`src/rtl/hex_disp_arbiter_if.sv`:
```
// Display-sharing bus between two requesters and the seven-segment arbiter.
// master = requester/driver side, slave = arbiter side.
interface hex_disp_arbiter_if;
   logic        req_a;
   logic [15:0] hex_a;
   logic [3:0]  dp_a;
   logic        req_b;
   logic [15:0] hex_b;
   logic [3:0]  dp_b;
   logic        gnt_a;
   logic        gnt_b;
   logic [15:0] hex_out;
   logic [3:0]  dp_out;

   modport master (
      output req_a, hex_a, dp_a, req_b, hex_b, dp_b,
      input  gnt_a, gnt_b, hex_out, dp_out
   );

   modport slave (
      input  req_a, hex_a, dp_a, req_b, hex_b, dp_b,
      output gnt_a, gnt_b, hex_out, dp_out
   );
endinterface

```
`src/rtl/hex_disp_arbiter.sv`:
```
// Round-robin arbiter sharing one 4-digit seven-segment display between
// requesters A and B, with a minimum on-screen hold before preemption.
// All outputs are registered; hex/dp load from the next state's source.
module hex_disp_arbiter #(
   parameter int unsigned MIN_HOLD = 50_000_000,
   parameter int unsigned HOLD_W   = 26,
   parameter logic [3:0]  IDLE_DP  = 4'b1111
) (
   input  logic               clk,
   input  logic               reset,   // asynchronous, active low
   hex_disp_arbiter_if.slave  bus
);

   localparam logic [HOLD_W-1:0] HoldMax = HOLD_W'(MIN_HOLD - 1);
   localparam logic [HOLD_W-1:0] HoldOne = HOLD_W'(1);

   typedef enum logic [1:0] {StIdle, StOwnA, StOwnB} state_e;

   state_e            r_state, w_state_nxt;
   logic [HOLD_W-1:0] r_hold_cnt, w_hold_cnt_nxt;
   logic              r_last, w_last_nxt;      // 0 = A granted last, 1 = B
   logic [15:0]       r_hex, w_hex_nxt;
   logic [3:0]        r_dp, w_dp_nxt;
   logic              w_hold_done;

   assign w_hold_done = (r_hold_cnt >= HoldMax);

   // Next-state, hold counter, round-robin pointer and output data selection
   always_comb begin
      w_state_nxt    = r_state;
      w_hold_cnt_nxt = r_hold_cnt;
      w_last_nxt     = r_last;
      w_hex_nxt      = 16'h0000;
      w_dp_nxt       = IDLE_DP;

      unique case (r_state)
         StIdle: begin
            if (bus.req_a && bus.req_b) begin
               w_state_nxt = r_last ? StOwnA : StOwnB;
            end else if (bus.req_a) begin
               w_state_nxt = StOwnA;
            end else if (bus.req_b) begin
               w_state_nxt = StOwnB;
            end
         end
         StOwnA: begin
            // Voluntary release never waits for the hold time
            if (!bus.req_a) begin
               w_state_nxt = bus.req_b ? StOwnB : StIdle;
            end else if (bus.req_b && w_hold_done) begin
               w_state_nxt = StOwnB;
            end
         end
         StOwnB: begin
            if (!bus.req_b) begin
               w_state_nxt = bus.req_a ? StOwnA : StIdle;
            end else if (bus.req_a && w_hold_done) begin
               w_state_nxt = StOwnA;
            end
         end
         default: w_state_nxt = StIdle;
      endcase

      // Every ownership change restarts the hold window; staying saturates it
      if (w_state_nxt != r_state) begin
         w_hold_cnt_nxt = '0;
         if (w_state_nxt == StOwnA) begin
            w_last_nxt = 1'b0;
         end else if (w_state_nxt == StOwnB) begin
            w_last_nxt = 1'b1;
         end
      end else if (r_state != StIdle && !w_hold_done) begin
         w_hold_cnt_nxt = r_hold_cnt + HoldOne;
      end

      unique case (w_state_nxt)
         StOwnA: begin
            w_hex_nxt = bus.hex_a;
            w_dp_nxt  = bus.dp_a;
         end
         StOwnB: begin
            w_hex_nxt = bus.hex_b;
            w_dp_nxt  = bus.dp_b;
         end
         default: begin
            w_hex_nxt = 16'h0000;
            w_dp_nxt  = IDLE_DP;
         end
      endcase
   end

   // State and registered outputs; reset drops any grant without a clock edge
   always_ff @(posedge clk or negedge reset) begin
      if (!reset) begin
         r_state    <= StIdle;
         r_hold_cnt <= '0;
         r_last     <= 1'b1;
         r_hex      <= 16'h0000;
         r_dp       <= IDLE_DP;
      end else begin
         r_state    <= w_state_nxt;
         r_hold_cnt <= w_hold_cnt_nxt;
         r_last     <= w_last_nxt;
         r_hex      <= w_hex_nxt;
         r_dp       <= w_dp_nxt;
      end
   end

   assign bus.gnt_a   = (r_state == StOwnA);
   assign bus.gnt_b   = (r_state == StOwnB);
   assign bus.hex_out = r_hex;
   assign bus.dp_out  = r_dp;

endmodule

```
`src/flat_wrapper.sv`:
```
// flat-port wrapper written by rule: the top's interface ports become plain ports
module hex_disp_arbiter_flat 
#(
   parameter int unsigned MIN_HOLD = 50_000_000,
   parameter int unsigned HOLD_W   = 26,
   parameter logic [3:0]  IDLE_DP  = 4'b1111
)
  (clk, reset, bus_req_a, bus_hex_a, bus_dp_a, bus_req_b, bus_hex_b, bus_dp_b, bus_gnt_a, bus_gnt_b, bus_hex_out, bus_dp_out);
  hex_disp_arbiter_if bus_i ();
  input  logic clk;
  input  logic reset;
  input wire logic [$bits(bus_i.req_a)-1:0] bus_req_a;
  input wire logic [$bits(bus_i.hex_a)-1:0] bus_hex_a;
  input wire logic [$bits(bus_i.dp_a)-1:0] bus_dp_a;
  input wire logic [$bits(bus_i.req_b)-1:0] bus_req_b;
  input wire logic [$bits(bus_i.hex_b)-1:0] bus_hex_b;
  input wire logic [$bits(bus_i.dp_b)-1:0] bus_dp_b;
  output wire logic [$bits(bus_i.gnt_a)-1:0] bus_gnt_a;
  output wire logic [$bits(bus_i.gnt_b)-1:0] bus_gnt_b;
  output wire logic [$bits(bus_i.hex_out)-1:0] bus_hex_out;
  output wire logic [$bits(bus_i.dp_out)-1:0] bus_dp_out;
  assign bus_i.req_a = bus_req_a;
  assign bus_i.hex_a = bus_hex_a;
  assign bus_i.dp_a = bus_dp_a;
  assign bus_i.req_b = bus_req_b;
  assign bus_i.hex_b = bus_hex_b;
  assign bus_i.dp_b = bus_dp_b;
  assign bus_gnt_a = bus_i.gnt_a;
  assign bus_gnt_b = bus_i.gnt_b;
  assign bus_hex_out = bus_i.hex_out;
  assign bus_dp_out = bus_i.dp_out;
  hex_disp_arbiter #(.MIN_HOLD(MIN_HOLD), .HOLD_W(HOLD_W), .IDLE_DP(IDLE_DP)) u_core (.clk(clk), .reset(reset), .bus(bus_i));
endmodule
```
`config.mk`:
```
export PLATFORM = sky130hd
export DESIGN_NAME = hex_disp_arbiter_flat
export DESIGN_NICKNAME = d
export VERILOG_FILES = /design/src/rtl/hex_disp_arbiter_if.sv /design/src/rtl/hex_disp_arbiter.sv /design/src/flat_wrapper.sv
export SDC_FILE = /design/constraint.sdc
export NUM_CORES = 1
export LEC_CHECK = 0
export BUFFER_PORTS_ARGS = -buffer_cell sky130_fd_sc_hd__buf_4
export CAP_MARGIN = 10
export CORE_MARGIN = 4
export CORE_UTILIZATION = 45
export DETAILED_ROUTE_END_ITERATION = 8
export PLACE_DENSITY = 0.71
export SYNTH_ARGS = -nofsm -noshare
export SYNTH_HDL_FRONTEND = slang
export SYNTH_SLANG_ARGS = --single-unit
```
`constraint.sdc`:
```
create_clock -name clk -period 5.5 [get_ports clk]
set_input_delay 0.275 -clock clk [delete_from_list [all_inputs] [get_ports clk]]
set_output_delay 0.275 -clock clk [all_outputs]
set_load 0.02 [all_outputs]
```
* Word level (Yosys, flattened, before mapping)
Cells that the tools add are included.
** Operators by class
- $lt $le $gt $ge :: 1
- Reductions and logical operators :: 10
- Mux-type cells :: 17
- $add $sub $neg :: 1
- Eq/ne operators :: 5
** Operators with widths (number)
- 26-bit 2-to-1 mux :: 2
- 16-bit case mux with 2 select lines :: 1
- 26-bit by 1-bit adder with 26-bit output (second input constant) :: 1
- 26-bit greater-or-equal comparator (second input constant) :: 1
- 2-bit 2-to-1 mux :: 9
- 4-bit case mux with 2 select lines :: 1
- 2-bit case mux with 3 select lines :: 1
- 2-bit nonzero test :: 3
- 2-bit by 1-bit == test with 1-bit output (second input constant) :: 2
- 2-bit == test (second input constant) :: 2
- 1-bit logical AND :: 4
- 1-bit 2-to-1 mux :: 3
- 2-bit zero test :: 1
- 2-bit inequality test :: 1
- 2-bit AND reduction :: 1
- 1-bit zero test :: 1
** Storage, ports and cells
- Register bits after elaboration :: 49
- Output and inout bits :: 22
- Word-level logic and storage cells :: 39
- Input bits :: 44

* Longest topological paths before layout
Gate-level depths: netlist of run 1.
- Depth after elaboration :: 8
- Mapped depth :: 12
- Gate-level depth less buffers :: 10

* Least setup slack after synthesis of run 1
OpenSTA, ideal clock, no wires.
- Kind :: reg-to-reg
- Start point :: reg u_core.r_hold_cnt[0]
- End point :: reg u_core.r_last
- Setup time :: 83 ps
- Slack :: 2812 ps
- Clock period less this slack :: 2688 ps
- Required time :: 5417 ps
- Cell stages (with the launch flop) :: 13
- Data arrival time :: 2604 ps
- Path buffers :: 3
- Cells stage by stage :: dfrtp_1 ha_1 nand3_1 o21ai_0 and3_1 buf_6 buf_6 o311ai_0 o211a_1 ha_1 buf_1 o311ai_0 o311a_1
** On the way
- Cells in the longest elaborated chain, start to end :: 8
- Elaborated cells between the ends (all ways) :: 14
- Classes of those cells :: order compare (1); eq/ne (3); mux (6); reduce/logical (4)
** RTL lines
- from (decl) :: line hex_disp_arbiter.sv:20 : logic [HOLD_W-1:0] r_hold_cnt, w_hold_cnt_nxt;
- from (signal assigned) :: line hex_disp_arbiter.sv:102 : r_hold_cnt <= w_hold_cnt_nxt;
- 26-bit greater-or-equal comparator (*) :: line hex_disp_arbiter.sv:26 : assign w_hold_done = (r_hold_cnt >= HoldMax);
- 1-bit logical AND, on equally long branches :: line hex_disp_arbiter.sv:57, hex_disp_arbiter.sv:50
- 2-bit 2-to-1 mux, on equally long branches :: line hex_disp_arbiter.sv:57, hex_disp_arbiter.sv:50
- 2-bit 2-to-1 mux, on equally long branches :: line hex_disp_arbiter.sv:55, hex_disp_arbiter.sv:48
- 2-bit case mux with 3 select lines (*) :: line hex_disp_arbiter.sv:36 : unique case (r_state)
- net u_core.w_state_nxt[0] :: line hex_disp_arbiter.sv:19 : state_e r_state, w_state_nxt;
- 2-bit == test / 2-bit by 1-bit == test with 1-bit output (equally long branches) :: line hex_disp_arbiter.sv:69, hex_disp_arbiter.sv:67
- 2-bit nonzero test (no source line)
- 2-bit AND reduction (no source line)
- to (signal assigned) :: line hex_disp_arbiter.sv:103 : r_last <= w_last_nxt;
- to (decl) :: line hex_disp_arbiter.sv:21 : logic r_last, w_last_nxt;
The timed path passes the listed nets; every way through them passes the cells marked *.
A chain may end at the register's enable or synchronous reset.

* Worst setup path after layout of run 1
Ends and elaborated chain as after synthesis.

==> metrics.txt, run 1 <==
Port Buffers=65; HP Class=in2async; Worst-Margin Slew=roughly 0.90 ns; Slew HR=39.8%; pin count of the biggest net entering global routing=50; cts repair resizes=0; setup tns final=0 ns; I/O Pins=66; most frequent cells in the layout=buf_4, dfrtp_1, nor2_1, a21oi_1; Mapped Cells=~280; Synth Area in Adders=approximately 1.4%; CP Class=reg2reg; Seq/Total Area, Yosys=approximately 46%; Synth Warn #=0; mapped cell area=2660 µm²; Max stage delay on crit path=roughly 0.72 ns; #FFs+latches synth=slightly below 50; CTS H-tree depth=2; Synth cell types=between 40 and 50; share of layout cells above drive strength 1=around a quarter; CP Max Fanout=25; Post-synth EDFFs=0; wirelength, routed=6.64 mm; WP data required=approximately 5.7 ns; CTS tree=built; fillers=~530; Post-synth top flop=dfrtp_1; Root Buffer=clkbuf_8; die area=approximately 7200 µm²; failing checks=hold timing; num rows=27; cell chain of the critical path=ha_1 > nand3_1 > o21ai_0 > and3_1 > o311ai_0 > o211a_1 > ha_1 > nor2_1 > o31a_1 > o311a_1; Simple-Gate Fraction of Synth Area=around a quarter; Final #Nets=roughly 380; critical path's most frequent cell=ha_1; vias in the first global route=around 2200; post-route clock period utilization=approximately 65%; initial antenna violation count=0; startpoint types=flip-flop; Clock Sinks=49; RSZ-0062 raised after global routing=false; reported max-cap violation count=0; Tmin final=3.58 ns; clock buffer depth=2; mean area per synthesized cell=approximately 9.4 µm²; vias per cell=between 5 and 6; Slew Limit Fails=0; Avg WL per Cell=roughly 16 µm; post-synthesis mux area share=0%; Fin Hold WS=-0.0232 ns; area delta synth->final=21.9%; die width=roughly 85 µm; fraction of registers with async set or reset after synthesis=between 90% and 100%; Worst Clk Skew=roughly 0.0042 ns; Compound-Gate Fraction of Synth Area=between 20% and 30%; Starting Density=47.5%; GRT overflow=0; Antenna Nets Post-Route=0; post-DP HPWL=approximately 4.7 mm; All-Layer GR Usage=a little under a fifth; antenna cell count=0; Net Count, Synth=329; CP endpoint kind=flip-flop; drt first-iter violations=~150; Design Power=936 µW; Worst-Skew Late Latency=around 0.3 ns; largest family of logic cells by synthesized area=compound AO/OA/AOI/OAI gates; endpoints failing setup=0; area of the core=5610 µm²; Worst EP arrival=around 3.8 ns; critical path's slowest cell=ha_1; routed vias=approximately 2400; cts hold-fix bufs=0; TritonCTS Buffers=5; PD cells=approximately 290 nW/µm²; # DRC=0; status=complete, but fails checks; last weighted congestion value of the routability-driven placer=between 0.8 and 0.9; DR pass1 iterations=4; Max Fclk=roughly 0.28 GHz; most common cell after layout, fill and taps aside=buf_4; Final Hold Viols=30; Die Span Y=about 85 µm; first-pass GRT wire length=about 11 mm; Leakage=~0.0014 µW; highest ir drop seen on vdd=between 0.0001 and 0.00015 V; total setup buffers inserted after CTS=0; Clock transition at path regs=roughly 0.09 ns; xor-xnor portion of the synthesized cell area=less than 1%
[power breakdown]
part | total [µW] | switching [µW] | internal (µW)
logic | 277 | 163 | 114
registers | 433 | 24.9 | 408
clock network | 226 | 124 | 102
[metal layers]
metal / global-route usage [%] / share of wire [%]
met4: 4.75 / 1.0
met5: 0 / 0
met1: 23.4 / 43
met3: 3.11 / 4.1
met2: 31.5 / 52
[flip-flops by register name, indices dropped and copies added (netlist names)]
name	count
u_core.r_hold_cnt	26
u_core.bus.hex_out	16
u_core.bus.dp_out	4
u_core.r_state	2
u_core.r_last	1
[layout make-up]
class                           count  area (µm²)  share of cell area (%)
Tap cell                           72        90.1                    2.77
Inverter                            4        15.0                   0.462
Sequential cell                    49        1230                    38.0
Multi-Input combinational cell    208        1310                    40.3
Timing Repair Buffer               67         503                    15.5
Clock buffer                        6        82.6                    2.54
Clock inverter                      2        13.8                   0.424
[synthesized netlist by cell type (2+ instances only)]
cell,number,area share (%)
xor2_1,2,0.66
nand4_1,5,1.2
and2_1,2,0.47
o311ai_0,3,0.99
and3_1,4,0.94
buf_2,3,0.56
nor2b_1,3,0.70
buf_6,3,1.3
nor2_1,27,3.8
dfstp_2,5,4.9
or4_1,18,5.1
o31ai_1,19,5.4
o211a_1,2,0.75
nor3_1,2,0.38
dfrtp_1,44,41
or3_1,5,1.2
nand2_1,19,2.7
inv_1,4,0.56
nand3_1,15,2.8
ha_1,3,1.4
o211ai_1,3,0.85
a221o_1,4,1.5
and4_1,4,1.3
buf_1,4,0.56
a21oi_1,27,5.1
a22oi_1,16,4.5
clkbuf_1,11,1.6
o21ai_0,5,0.94
[stage by stage]
| stage | instances | hold slack, ns | instance area, µm² | utilization (%) | setup WS [ns] |
|---|---|---|---|---|---|
| floorplan | 282 | -0.0206 | 2660 | - | 2.81 |
| global placement | 400 | 0.332 | 3150 | 56.2 | 2.13 |
| detailed placement | 400 | 0.337 | 3150 | 56.2 | 1.94 |
| CTS | 408 | 0.00244 | 3250 | 57.9 | 1.91 |
| global route | 408 | 0.0312 | 3250 | 57.9 | 1.52 |
| finish | 408 | -0.0232 | 3250 | 57.9 | 1.92 |
[worst max-delay path, delay by kind of cell, from the launching register on]
family	cells	cell delay [ns]
AOI/OAI and AO/OA	5	1.22
adders and majority gates	2	0.95
DFF	1	0.41
and+or+nand+nor	3	0.93
[final timing paths]
kind	from	to	slack (ns)	cells past startpoint
setup / recovery	u_core.r_hold_cnt[0]$_DFFE_PN0P_	u_core.r_last$_DFFE_PN1P_	1.92	10
min in group clk	bus_dp_a[1]	u_core.bus.dp_out[1]$_DFF_PN1_	0.20	2
hold / removal	reset	u_core.r_hold_cnt[6]$_DFFE_PN0P_	-0.02	1
hold reg to reg	u_core.r_hold_cnt[23]$_DFFE_PN0P_	u_core.r_hold_cnt[23]$_DFFE_PN0P_	0.56	2
max in group asynchronous	reset	u_core.r_hold_cnt[17]$_DFFE_PN0P_	5.10	1
setup reg to reg	u_core.r_hold_cnt[0]$_DFFE_PN0P_	u_core.r_last$_DFFE_PN1P_	1.92	10
[cell families after synthesis]
group / count (synthesis)
AO/OA/AOI/OAI: 90
flip-flops: 49
buffers and inverters: 25
XOR/XNOR: 2
adder cells (fa/ha/maj): 3
AND/OR/NAND/NOR: 113
Power figures use the tool's default switching activity.
==> run 2, diff against run 1 <==
- ABC_AREA: unset -> 1
- PLACE_DENSITY: 0.71 -> 0.73
- clock period: 5.5 -> 2.97 ns (I/O delays scaled with it)
==> run 2 against run 1 <==
  * The flow now finishes without violations
  * Combinational power grew to 5.2 times the previous value
  * Wire length grew 1.7%
  * Utilization increased by 0.43 points
  * Largest power group is now combinational cells
==> metrics.txt, run 2 <==
Post-synth EDFFs=0; mean area per synthesized cell=8.19 µm²; drt first-iter violations=around 120; TritonCTS Buffers=5; #FFs+latches synth=just under 50; area of the multi-input gates=around 1400 µm²; CP endpoint kind=flip-flop; CTS tree=built; wirelength, routed=6.76 mm; Final Hold Viols=0; share of layout cells above drive strength 1=between 30 and 40%; antenna cell count=0; flop-to-flop setup slack=around 0.29 ns; most frequent cells in the layout=nand2_1, buf_4, dfrtp_1; Seq/Total Area, Yosys=43.4%; first-pass GRT wire length=approximately 11 mm; RSZ-0062 raised after global routing=false; GRT overflow=0; vias per cell=5.26; startpoint types=flip-flop; I/O Pins=between 60 and 70; initial antenna violation count=0; Min-Delay Path Depth=2; Design Power=~2800 µW; vias in the first global route=about 2500; Simple-Gate Fraction of Synth Area=between 30% and 40%; area of the core=about 6000 µm²; Worst EP arrival=approximately 3 ns; endpoints failing setup=0; critical path's slowest cell=ha_1; hold wc startpoint=bus_dp_a[3]; Port Buffers=65; HP Class=in2reg; post-synthesis mux area share=0%; All-Layer GR Usage=18.8%; DR pass1 iterations=4; FF-to-FF End=u_core.r_last$_DFFE_PN1P_; Synth area leader=dfrtp_1; Reg with most FFs=u_core.r_hold_cnt; area delta synth->final=23.6%; reg2reg start=u_core.r_hold_cnt[1]$_DFFE_PN0P_; Clock transition at path regs=around 0.090 ns; Synth Warn #=0; highest ir drop seen on vdd=0.000746 V; PD cells=slightly above 800 nW/µm²; fraction of registers with async set or reset after synthesis=100%; last weighted congestion value of the routability-driven placer=0.918; Slew Limit Fails=0; Clock Sinks=49; Antenna Nets Post-Route=0; delay-heaviest family, CP=simple AND/OR/NAND/NOR gates; clock buffer depth=2; Synth cell types=36; Avg WL per Cell=~14 µm; largest family of logic cells by synthesized area=simple AND/OR/NAND/NOR gates; most area-consuming cells after synthesis=dfrtp_1, nand2_1, dfstp_2; post-route clock period utilization=90.3%; mapped cell area=approximately 2800 µm²; Leakage=0.00165 µW; cell chain of the critical path=ha_1 > nand2_1 > nor2_2 > nand3_2 > nand2_1 > nand2_2 > nand3_4 > nand2_1 > nand2_1 > nand2_1 > nand3_1 > inv_1 > ha_1 > inv_1 > nand2_1 > nand2_1 > nand2_1; WP buf/inv=2; CP Class=reg2reg; die width=87.5 µm; Tmin final=between 2 and 3 ns; Yosys top cell area share=a little under 40%; Max stage delay on crit path=0.68 ns; reported max-cap violation count=0; Levels on crit path=17; Compound-Gate Fraction of Synth Area=about 6.6%; xor-xnor portion of the synthesized cell area=3.39%; # DRC=0; setup tns final=0 ns; register area=~1200 µm²; Worst-Margin Slew=~0.62 ns; Die Span Y=between 80 and 90 µm; Post-synth top flop=dfrtp_1; cts repair resizes=0; Slew HR=between 50% and 60%; CTS H-tree depth=2; Mapped Cells=approximately 350; critical path's most frequent cell=nand2_1; fillers=533; Max Fclk=0.373 GHz; WP data required=approximately 3.2 ns; pin count of the biggest net entering global routing=50; most frequent cell after synthesis=nand2_1; Final #Nets=around 460; num rows=28; most common cell after layout, fill and taps aside=nand2_1; status=finished clean; CP Max Fanout=21; routed vias=about 2600; Reg2Reg Depth=17; Largest register FFs=26; total setup buffers inserted after CTS=0; Starting Density=a little under half; Net Count, Synth=around 390; Worst Clk Skew=just under 0.004 ns; Worst Hold End=u_core.bus.dp_out[3]$_DFF_PN1_; die area=7650 µm²; Root Buffer=clkbuf_8; post-DP HPWL=between 5 and 6 mm; Worst-Skew Late Latency=approximately 0.30 ns; Synth Area in Adders=between 1 and 1.5%; Synth top cells by count=nand2_1, dfrtp_1, inv_1
-- run 2: cell count changes in the layout (fill, tap and decap cells not counted), moves of 16 or more --
cell	before	now
a22oi_1	16	0
inv_1	4	35
nor2_2	1	20
or4_1	18	0
o31ai_1	19	0
nand2_1	19	93
-- run 2: layout make-up --
cell class / count / area share, %
clock buffers: 6 / 2.06
clock inverters: 2 / 1.10
inverters: 37 / 3.95
multi-input cells: 252 / 40.3
flip-flops and latches: 49 / 35.1
well taps: 75 / 2.67
repair buffers: 69 / 14.8
-- run 2: worst max path at each step --
stage,startpoint,to,slack (ns)
2_1_floorplan,u_core.r_hold_cnt[0]$_DFFE_PN0P_,u_core.bus.dp_out[0]$_DFF_PN1_,0.70
3_3_place_gp,u_core.r_hold_cnt[0]$_DFFE_PN0P_,u_core.r_last$_DFFE_PN1P_,0.42
3_5_place_dp,u_core.r_hold_cnt[1]$_DFFE_PN0P_,u_core.r_last$_DFFE_PN1P_,0.31
4_1_cts,u_core.r_hold_cnt[1]$_DFFE_PN0P_,u_core.r_last$_DFFE_PN1P_,0.28
5_1_grt,u_core.r_hold_cnt[1]$_DFFE_PN0P_,u_core.r_last$_DFFE_PN1P_,0.009
6_report,u_core.r_hold_cnt[1]$_DFFE_PN0P_,u_core.r_last$_DFFE_PN1P_,0.29
-- run 2: cell families after synthesis --
kind of cell,count (synthesis)
xor+xnor,11
compound gates,30
flops,49
simple gates,208
fa+ha+maj,3
buf+inv,46
-- run 2: what timing repair did --
item / CTS / global route
endpoints found under the hold margin: 44 / 0
hold buffers: 1 / 0
endpoints found under the setup margin: 0 / 0
-- run 2: layer usage --
metal | up-vias | wire [µm] | global-route usage (%)
li1 | 1269 | - | -
met1 | 1167 | 2790 | 22.8
met2 | 125 | 3040 | 29.5
met3 | 14 | 784 | 7.95
met4 | 0 | 138 | 7.53
met5 | - | 0 | 0
-- run 2: worst register-to-register path, stage by stage (launching register included) --
cell     delay, ns
dfrtp_1       0.39
ha_1          0.22
nand2_1       0.11
nor2_2        0.13
nand3_2       0.08
nand2_1       0.08
nand2_2       0.08
nand3_4       0.09
nand2_1       0.07
nand2_1       0.06
nand2_1       0.09
nand3_1       0.14
inv_1         0.06
ha_1          0.68
inv_1         0.12
nand2_1       0.10
nand2_1       0.06
nand2_1       0.06
-- run 2: where the power goes --
| part | leakage [µW] | internal [µW] | switching (µW) |
|---|---|---|---|
| Sequential | 0.000658 | 855 | 61.8 |
| Clock | 0.0000554 | 253 | 224 |
| Combinational | 0.000937 | 493 | 957 |
-- run 2: stage by stage --
step	hold slack (ns)	setup WS, ns	instance area (µm²)	util (%)	std cells
after global placement	0.199	0.417	3390	56.3	481
after CTS	0.0641	0.282	3510	58.3	490
final	0.0742	0.288	3510	58.3	490
after detailed placement	0.205	0.309	3390	56.3	481
after floorplan	-0.147	0.697	2840	-	347
after global routing	0.0611	0.00914	3510	58.3	490
